<file path="src/rtl/pcap_replay_pacer_pkg.sv">
// rtl/pcap_replay_pacer_pkg.sv - shared state encoding and tuser field offsets for the replay pacer
package pcap_replay_pacer_pkg;

  typedef enum logic [1:0] {
    ST_IDLE = 2'd0,
    ST_GAP  = 2'd1,
    ST_SEND = 2'd2
  } pacer_state_t;

  localparam int LEN_POS  = 0;
  localparam int PORT_POS = 16;
  localparam int GAP_POS  = 32;
  localparam int GAP_W    = 32;

endpackage

</file>
<file path="src/rtl/pcap_replay_pacer_slice.sv">
// rtl/pcap_replay_pacer_slice.sv - 2-entry AXIS register slice; ready while any entry is free
module axis_reg_slice #(
  parameter int DATA_W = 512,
  parameter int KEEP_W = 64,
  parameter int USER_W = 128
) (
  input  logic              axis_aclk,
  input  logic              axis_reset,
  input  logic [DATA_W-1:0] s_axis_tdata,
  input  logic [KEEP_W-1:0] s_axis_tkeep,
  input  logic [USER_W-1:0] s_axis_tuser,
  input  logic              s_axis_tvalid,
  output logic              s_axis_tready,
  input  logic              s_axis_tlast,
  output logic [DATA_W-1:0] m_axis_tdata,
  output logic [KEEP_W-1:0] m_axis_tkeep,
  output logic [USER_W-1:0] m_axis_tuser,
  output logic              m_axis_tvalid,
  input  logic              m_axis_tready,
  output logic              m_axis_tlast
);

  localparam int W = DATA_W + KEEP_W + USER_W + 1;

  logic [W-1:0] mem [2];
  logic [1:0]   count;
  logic         wr_ptr;
  logic         rd_ptr;
  logic         s_hs;
  logic         m_hs;

  assign s_axis_tready = (count != 2'd2);
  assign m_axis_tvalid = (count != 2'd0);
  assign s_hs          = s_axis_tvalid && s_axis_tready;
  assign m_hs          = m_axis_tvalid && m_axis_tready;

  assign {m_axis_tdata, m_axis_tkeep, m_axis_tuser, m_axis_tlast} = mem[rd_ptr];

  // Payload storage carries no reset; occupancy alone decides validity.
  always_ff @(posedge axis_aclk) begin
    if (s_hs) begin
      mem[wr_ptr] <= {s_axis_tdata, s_axis_tkeep, s_axis_tuser, s_axis_tlast};
    end
  end

  always_ff @(posedge axis_aclk) begin
    if (axis_reset) begin
      count  <= 2'd0;
      wr_ptr <= 1'b0;
      rd_ptr <= 1'b0;
    end else begin
      if (s_hs) begin
        wr_ptr <= ~wr_ptr;
      end
      if (m_hs) begin
        rd_ptr <= ~rd_ptr;
      end
      count <= count + {1'b0, s_hs} - {1'b0, m_hs};
    end
  end

endmodule

</file>
<file path="src/rtl/pcap_replay_pacer.sv">
// rtl/pcap_replay_pacer.sv - releases stored pcap packets with per-packet inter-packet gaps
module pcap_replay_pacer
  import pcap_replay_pacer_pkg::*;
#(
  parameter int C_M_AXIS_DATA_WIDTH  = 512,
  parameter int C_S_AXIS_DATA_WIDTH  = 512,
  parameter int C_M_AXIS_TUSER_WIDTH = 128,
  parameter int C_S_AXIS_TUSER_WIDTH = 128,
  parameter int C_GAP_WIDTH          = 32
) (
  input  logic                              axis_aclk,
  input  logic                              axis_reset,
  input  logic [C_S_AXIS_DATA_WIDTH-1:0]    s_axis_tdata,
  input  logic [C_S_AXIS_DATA_WIDTH/8-1:0]  s_axis_tkeep,
  input  logic [C_S_AXIS_TUSER_WIDTH-1:0]   s_axis_tuser,
  input  logic                              s_axis_tvalid,
  output logic                              s_axis_tready,
  input  logic                              s_axis_tlast,
  output logic [C_M_AXIS_DATA_WIDTH-1:0]    m_axis_tdata,
  output logic [C_M_AXIS_DATA_WIDTH/8-1:0]  m_axis_tkeep,
  output logic [C_M_AXIS_TUSER_WIDTH-1:0]   m_axis_tuser,
  output logic                              m_axis_tvalid,
  input  logic                              m_axis_tready,
  output logic                              m_axis_tlast,
  input  logic                              pacer_en,
  input  logic                              stats_clear,
  output logic [31:0]                       pkt_count,
  output logic [31:0]                       late_count
);

  localparam logic [C_GAP_WIDTH-1:0] ELAPSED_MAX = '1;
  localparam logic [C_GAP_WIDTH-1:0] GAP_ONE     = {{(C_GAP_WIDTH-1){1'b0}}, 1'b1};
  localparam logic [C_GAP_WIDTH:0]   WIDE_ONE    = {{C_GAP_WIDTH{1'b0}}, 1'b1};

  pacer_state_t state;
  pacer_state_t state_d;

  logic [C_GAP_WIDTH-1:0]          elapsed;
  logic [C_GAP_WIDTH-1:0]          gap_q;
  logic                            first_pkt;
  logic                            sop_pending;
  logic                            pacer_en_q;
  logic                            slice_ready;
  logic                            slice_valid;
  logic                            in_hs;
  logic                            sop_hs;
  logic                            release_gap;
  logic                            is_late;
  logic [C_S_AXIS_TUSER_WIDTH-1:0] tuser_stripped;

  assign slice_valid   = s_axis_tvalid && (state == ST_SEND);
  assign s_axis_tready = (state == ST_SEND) && slice_ready;
  assign in_hs         = s_axis_tvalid && s_axis_tready;
  assign sop_hs        = in_hs && sop_pending;

  // GAP is left one cycle before elapsed reaches the gap, so SOP-to-SOP lands on gap+1.
  assign release_gap = first_pkt || !pacer_en ||
                       (({1'b0, elapsed} + WIDE_ONE) >= {1'b0, gap_q});

  // A zero gap requests no spacing at all, so such a packet is never counted late.
  assign is_late = pacer_en && !first_pkt && (gap_q != '0) &&
                   ({1'b0, elapsed} > ({1'b0, gap_q} + WIDE_ONE));

  always_comb begin
    tuser_stripped = s_axis_tuser;
    tuser_stripped[GAP_POS +: C_GAP_WIDTH] = '0;
  end

  always_comb begin
    state_d = state;
    case (state)
      ST_IDLE: if (s_axis_tvalid) state_d = ST_GAP;
      ST_GAP:  if (release_gap) state_d = ST_SEND;
      ST_SEND: if (in_hs && s_axis_tlast) state_d = ST_IDLE;
      default: state_d = ST_IDLE;
    endcase
  end

  always_ff @(posedge axis_aclk) begin
    if (axis_reset) begin
      state       <= ST_IDLE;
      elapsed     <= '0;
      gap_q       <= '0;
      first_pkt   <= 1'b1;
      sop_pending <= 1'b1;
      pacer_en_q  <= 1'b0;
      pkt_count   <= 32'd0;
      late_count  <= 32'd0;
    end else begin
      state      <= state_d;
      pacer_en_q <= pacer_en;

      if (state == ST_IDLE && s_axis_tvalid) begin
        gap_q <= s_axis_tuser[GAP_POS +: C_GAP_WIDTH];
      end

      if (sop_hs) begin
        elapsed <= '0;
      end else if (elapsed != ELAPSED_MAX) begin
        elapsed <= elapsed + GAP_ONE;
      end

      // Re-enabling the pacer must not apply a gap measured while it was off.
      if (pacer_en && !pacer_en_q) begin
        first_pkt <= 1'b1;
      end else if (sop_hs) begin
        first_pkt <= 1'b0;
      end

      if (state != ST_SEND) begin
        sop_pending <= 1'b1;
      end else if (in_hs) begin
        sop_pending <= 1'b0;
      end

      if (stats_clear) begin
        pkt_count <= 32'd0;
      end else if (sop_hs) begin
        pkt_count <= pkt_count + 32'd1;
      end

      if (stats_clear) begin
        late_count <= 32'd0;
      end else if (sop_hs && is_late) begin
        late_count <= late_count + 32'd1;
      end
    end
  end

  axis_reg_slice #(
    .DATA_W (C_M_AXIS_DATA_WIDTH),
    .KEEP_W (C_M_AXIS_DATA_WIDTH/8),
    .USER_W (C_M_AXIS_TUSER_WIDTH)
  ) u_slice (
    .axis_aclk     (axis_aclk),
    .axis_reset    (axis_reset),
    .s_axis_tdata  (s_axis_tdata),
    .s_axis_tkeep  (s_axis_tkeep),
    .s_axis_tuser  (tuser_stripped),
    .s_axis_tvalid (slice_valid),
    .s_axis_tready (slice_ready),
    .s_axis_tlast  (s_axis_tlast),
    .m_axis_tdata  (m_axis_tdata),
    .m_axis_tkeep  (m_axis_tkeep),
    .m_axis_tuser  (m_axis_tuser),
    .m_axis_tvalid (m_axis_tvalid),
    .m_axis_tready (m_axis_tready),
    .m_axis_tlast  (m_axis_tlast)
  );

endmodule

</file>
<file path="config.mk">
export PLATFORM = sky130hd
export DESIGN_NAME = pcap_replay_pacer
export DESIGN_NICKNAME = d
export VERILOG_FILES = /design/src/rtl/pcap_replay_pacer_pkg.sv /design/src/rtl/pcap_replay_pacer_slice.sv /design/src/rtl/pcap_replay_pacer.sv
export SDC_FILE = /design/constraint.sdc
export NUM_CORES = 1
export LEC_CHECK = 0
export ABC_AREA = 1
export CORE_AREA = 2 2 573 575
export CTS_CLUSTER_SIZE = 40
export DETAILED_ROUTE_END_ITERATION = 8
export DIE_AREA = 0 0 575 577
export HOLD_SLACK_MARGIN = 0.02
export RECOVER_POWER = 50
export SLEW_MARGIN = 10
export SYNTH_ARGS = -nofsm -noshare
export SYNTH_HDL_FRONTEND = slang
export SYNTH_HIERARCHICAL = 1
export SYNTH_SLANG_ARGS = --single-unit
</file>
<file path="constraint.sdc">
create_clock -name axis_aclk -period 83 [get_ports axis_aclk]
set_clock_uncertainty 0.1 [all_clocks]
set_input_delay 16.6 -clock axis_aclk [delete_from_list [all_inputs] [get_ports axis_aclk]]
set_output_delay 16.6 -clock axis_aclk [all_outputs]
set_load 0.01 [all_outputs]
</file>
==> run summary, run 1 <==
Clock Path Buffers = 4
Data required, critical path = 83.34 ns
Most Used Layer, Global Route = met2
layout cells sized above 1 = 19.4%
Die Wd = 575 um
Overall Global Routing Usage = 16.4%
PnR worst setup slack = 57.72 ns
Clk pin slew, worst setup/hold paths = 0.06 ns
Hold Path Sink = first_pkt
Worst VDD drop = 0.0195 mV
TritonCTS clock tree = done
status = finished with violations
Setup WS pre-CTS = 60.58 ns
Avg Inst Size Synth = 16.9 um2
worst hold margin = 0.323 ns
r2r startpoint = state[0]
I/O pin count = 1482
Crit path max-delay family = buffers and inverters
Post-Syn Instances = 3557
DRC viols = 0
Final Critical Period = 25.28 ns
Via Count = 38.7k
CTS Buf Count = 182
register bit total from synthesis = 1548
CTS Hold Bufs = 0
placed insts = 9371
worst reg2reg path endpoint = u_slice/mem[1][496]
CP most frequent cell = buf_4
DR pass1 iterations = 5
Peak Freq = 39.6 MHz
Vias/cell = 3.90
Final Hold Fails = 0
crit path launch type = primary input
library cells used by synthesis = 44
FF-to-FF path depth = 9
pin count of the biggest net entering global routing = 157
# nets final = 5991
PD cells = 24.8 mW/mm2
Worst path slowest cell = clkinvlp_2
max-slew violation count = 393
Post-DRT Antenna Nets = 0
Rows = 210
Ys Warns = 6
slew margin rel. = -211%
DP HPWL = 233000 um
Worst setup EP type = flop
GRT overflow = 0
CP Class = in2reg
routability cong. = 0.915
Clock Latency Late Sink = 0.84 ns
vias in the first global route = 37.8k
GR Util met2 = 26.9%
Seq/Total Area, Yosys = 75.0%
Worst R2R Setup Slack = 73.70 ns
# Max-Cap Violations = 8
Final setup viols = 0
Worst Hold Class = reg2reg
failing checks = max-capacitance violations, max-slew violations
core area = 0.326 mm2
CP arrival = 25.62 ns
Max FO, Critical Path = 84
Cell Chain, Critical Path = dlygate4sd3_1 > inv_1 > nor2_1 > nand3_1 > clkinvlp_2 > clkbuf_1 > buf_4 > buf_4 > buf_4
Worst Hold Depth = 1
CP peak stage delay = 2.52 ns
antenna violations before repair = 395
Mapped Area = 0.0602 mm2
H-tree levels = 4
GRT met3 Usage = 8.32%
Initial DRC Count = 3084
met1 Usage GRT = 18.4%
Area Overhead vs Synth = 44.1%
hold path startpoint = pacer_en_q
first-pass GRT wire length = 362000 um
mean routed wirelength per cell = 28.7 um
die height = 577 um
Final Routed Wirelength = 284000 um
buffer and inverter count on the worst path = 7
total clock sinks = 1548
RSZ-0062 raised after global routing = false
die footprint = 0.332 mm2
Post-CTS Setup Repair Bufs = 0
starting density of the core = 18.5%
Static Leakage = 0.0285 uW
Worst-Margin Slew = 4.66 ns
sum of negative setup slack = 0 ns
post_cts resized = 0
fin crit share = 30.5%
fin cells = 9918
# port buffers = 1481
Root Buffer = clkbuf_16
-- layout by cell type (no fill, tap or decap), types with 25 or more instances in the layout --
master	n
edfxtp_1	1410
clkdlybuf4s50_1	744
dlygate4sd3_1	737
mux2_2	705
nand2_1	230
diode_2	217
nor2_1	200
inv_1	192
clkbuf_16	182
dfxtp_1	137
xor2_1	77
a21oi_1	77
nand4_1	71
ha_1	71
nand3_1	70
conb_1	64
nor3_1	53
clkbuf_1	46
a211oi_1	34
clkinv_1	34
buf_4	28
o21ai_0	25
-- stage by stage --
stage / total power [uW] / area, um2 / utilization [%]
floorplan: 1120 / 60400 / -
global placement: 1390 / 80300 / 24.6
detailed placement: 1390 / 80300 / 24.6
CTS: 2200 / 86200 / 26.4
global route: 2230 / 86300 / 26.5
finish: 2150 / 86700 / 26.6
-- worst max path at each step --
stage,startpoint,to,slack [ns],cells after the start
finish,s_axis_tvalid,u_slice/mem[1][496],57.72,9
global route,s_axis_tvalid,u_slice/mem[1][549],56.83,9
CTS,flop,m_axis_tdata[497],60.38,6
detailed placement,s_axis_tvalid,u_slice/mem[1][484],60.58,9
global placement,s_axis_tvalid,u_slice/mem[1][484],60.62,9
floorplan,s_axis_tvalid,u_slice/mem[0][0],35.09,4
-- report_power, final --
group	switching, uW	internal, uW	leakage [uW]
logic	241	240	0.0118
registers	7.76	867	0.0138
clock network	339	454	0.00282
-- per-layer routing --
| metal | routed length (um) | part of all wire, % | vias to the layer above |
|---|---|---|---|
| met4 | 10900 | 3.8 | 142 |
| met1 | 102000 | 36 | 18817 |
| li1 | - | - | 16893 |
| met2 | 132000 | 46 | 2049 |
| met3 | 39100 | 14 | 784 |
| met5 | 925 | 0.33 | - |
-- flip-flops by register name (all words and copies together), names as in the netlist, named ones only --
| name | cells |
|---|---|
| late_count | 32 |
| pacer_en_q | 1 |
| u_slice/count | 2 |
| u_slice/wr_ptr | 1 |
| gap_q | 32 |
| first_pkt | 1 |
| state | 2 |
| u_slice/mem | 1410 |
| sop_pending | 1 |
| u_slice/rd_ptr | 1 |
| elapsed | 32 |
| pkt_count | 32 |
-- cell usage after synthesis, drive strengths merged --
library cell | count | area (um2)
nor3b | 2 | 15.0
inv | 197 | 739
buf | 93 | 633
nand3b | 3 | 22.5
a211oi | 34 | 255
o211ai | 1 | 7.51
edfxtp | 1410 | 42300
dfxtp | 138 | 2760
o31ai | 1 | 7.51
or3 | 1 | 6.26
a31oi | 3 | 18.8
o22ai | 1 | 6.26
mux2 | 705 | 7940
and2 | 1 | 6.26
o21ai | 27 | 139
nor2 | 209 | 833
ha | 71 | 888
nand4 | 71 | 444
conb | 1 | 3.75
nor3 | 57 | 300
nor4 | 21 | 138
xnor2 | 8 | 70.1
nand3 | 72 | 385
clkbuf | 21 | 78.8
a21oi | 84 | 454
xor2 | 77 | 674
nand2 | 244 | 953
o21a | 4 | 30.0
-- cell type report --
type | instances | area (um2)
clock buffers | 224 | 4740
fillers | 33169 | 239000
well taps | 4346 | 5440
flip-flops and latches | 1548 | 45100
repair buffers | 1519 | 15100
clock inverters | 106 | 1130
inverters | 197 | 741
diodes | 217 | 543
multi-input cells | 1761 | 13800
-- logic make-up after synthesis --
| group | Yosys count | synth area share [%] |
|---|---|---|
| DFF | 1548 | 75.0 |
| muxes | 705 | 13.2 |
| and+or+nand+nor | 681 | 5.16 |
| buffers and inverters | 311 | 2.41 |
| AOI/OAI and AO/OA | 155 | 1.53 |
| xor gates and xnor gates | 85 | 1.24 |
| adders and majority gates | 71 | 1.48 |
| other | 1 | 0.00623 |
Note: power is estimated with default switching activity, not from simulation.
==> inputs of run 2 (changes only) <==
- clock period: 83 -> 24.7 ns (I/O delays scaled with it)
==> run 2 against run 1 <==
- the flow finishes with violations (antenna violations, max-capacitance violations, max-slew violations)
- largest power group unchanged
- cell count is 0.29% lower
- hold slack lost 0.0033 ns
- clock-buffer cell count increased by 1
- non-clock buffer count is 5 lower
- global-route usage down 0.41 points
- register-to-register slack lost 58 ns
- die area did not move
- critical path depth shrank 3
- highest routed layer unchanged
- power rose to 3.3 times the previous value
==> run summary, run 2 (synthesized netlist as in run 1, its figures left out) <==
DP HPWL = 223000 um
Pwr Total = 7140 uW
I/O pin count = 1482
Clk pin slew, worst setup/hold paths = 0.06 ns
Largest Register = u_slice/mem
pin count of the biggest net entering global routing = 160
post_cts resized = 0
Worst-Margin Slew = 8.68 ns
PnR worst setup slack = 11.19 ns
# nets final = 5989
Rows = 210
Static Leakage = 0.0283 uW
die footprint = 0.332 mm2
fin util = 26.5%
max reg flops = 1410
Final Routed Wirelength = 277000 um
most common cell after layout, fill and taps aside = edfxtp_1
layout cells sized above 1 = 19.0%
Final setup viols = 0
Final Hold Fails = 0
sum of negative setup slack = 0 ns
CTS Buf Count = 185
die height = 577 um
GRT overflow = 0
Worst Hold Class = reg2reg
Clock Latency Late Sink = 0.82 ns
# port buffers = 1481
Via Count = 38.9k
most frequent cells in the layout = edfxtp_1, clkdlybuf4s50_1, dlygate4sd3_1
TritonCTS clock tree = done
Root Buffer = clkbuf_16
Worst VDD drop = 0.0592 mV
DR pass1 iterations = 7
total clock sinks = 1548
slew margin rel. = -479%
max-slew violation count = 605
Clock Path Buffers = 4
CTS Hold Bufs = 0
starting density of the core = 18.5%
Setup WS pre-CTS = 14.29 ns
Worst setup EP type = flop
vias in the first global route = 37.5k
DRC viols = 0
first-pass GRT wire length = 355000 um
core area = 0.326 mm2
# Max-Cap Violations = 12
routability cong. = 0.970
antenna violations before repair = 362
RSZ-0062 raised after global routing = false
CP arrival = 13.58 ns
CP Class = in2reg
Peak Freq = 74.0 MHz
Post-CTS Setup Repair Bufs = 0
crit path launch type = primary input
worst hold margin = 0.320 ns
fillers = 33.1k
PD cells = 82.6 mW/mm2
Post-DRT Antenna Nets = 1
Area Overhead vs Synth = 43.6%
status = finished with violations
Overall Global Routing Usage = 16.0%
Initial DRC Count = 3162
failing checks = antenna violations, max-capacitance violations, max-slew violations
mean routed wirelength per cell = 28.1 um
Max FO, Critical Path = 134
Data required, critical path = 24.77 ns
H-tree levels = 4
Die Wd = 575 um
fin crit share = 54.7%
Final Critical Period = 13.51 ns
Vias/cell = 3.93
## run 2: changes by cell type in the layout (fill, tap and decap cells not counted), sizes merged
| cell | before | now |
|---|---|---|
| buf | 31 | 24 |
| bufinv | 14 | 9 |
| clkbuf | 231 | 234 |
| clkdlybuf4s50 | 744 | 746 |
| clkinvlp | 12 | 17 |
| diode | 217 | 194 |
| dlygate4sd3 | 737 | 735 |
| inv | 209 | 207 |
## run 2: path summary, 6_finish.rpt
path	start	endpoint	slack [ns]	depth (start not counted)
setup reg to reg	state[0]	u_slice/mem[0][215]	15.55	6
hold / removal	pacer_en_q	first_pkt	0.32	1
setup / recovery	s_axis_tvalid	u_slice/mem[0][215]	11.19	6
hold reg to reg	pacer_en_q	first_pkt	0.32	1
## run 2: per-stage QoR
stage | instance area, um2 | instances
after floorplan | 60400 | 3620
after global placement | 80300 | 9366
after detailed placement | 80300 | 9366
after CTS | 86000 | 9695
after global routing | 86100 | 9768
final | 86400 | 9889
## run 2: where the power goes
group          switching, uW  total, uW  leakage, uW  internal, uW
sequential              32.8       2950       0.0138          2920
clock                   1120       2600      0.00272          1480
combinational            773       1580       0.0118           809
## run 2: area by class of cell
type	count	area, um2	area share, %
inverters	197	741	0.858
well taps	4346	5440	6.30
diodes	194	485	0.562
clock inverters	104	915	1.06
clock buffers	225	4790	5.55
repair buffers	1514	15100	17.5
flip-flops and latches	1548	45100	52.2
multi-input cells	1761	13800	16.0
## run 2: worst max-delay path, cell delays in order
cell and delay (ns):
dlygate4sd3_1 0.66, inv_1 0.08, nor2_1 0.22, nand2_1 0.11, nor2_1 1.26, clkbuf_1 5.98
## run 2: layer usage
metal	global-route usage, %	vias up	routed length, um
met1	18.5	18992	105000
met3	7.71	721	34200
met4	6.11	120	12300
met2	25.4	2213	125000
li1	-	16833	-
met5	0	-	782
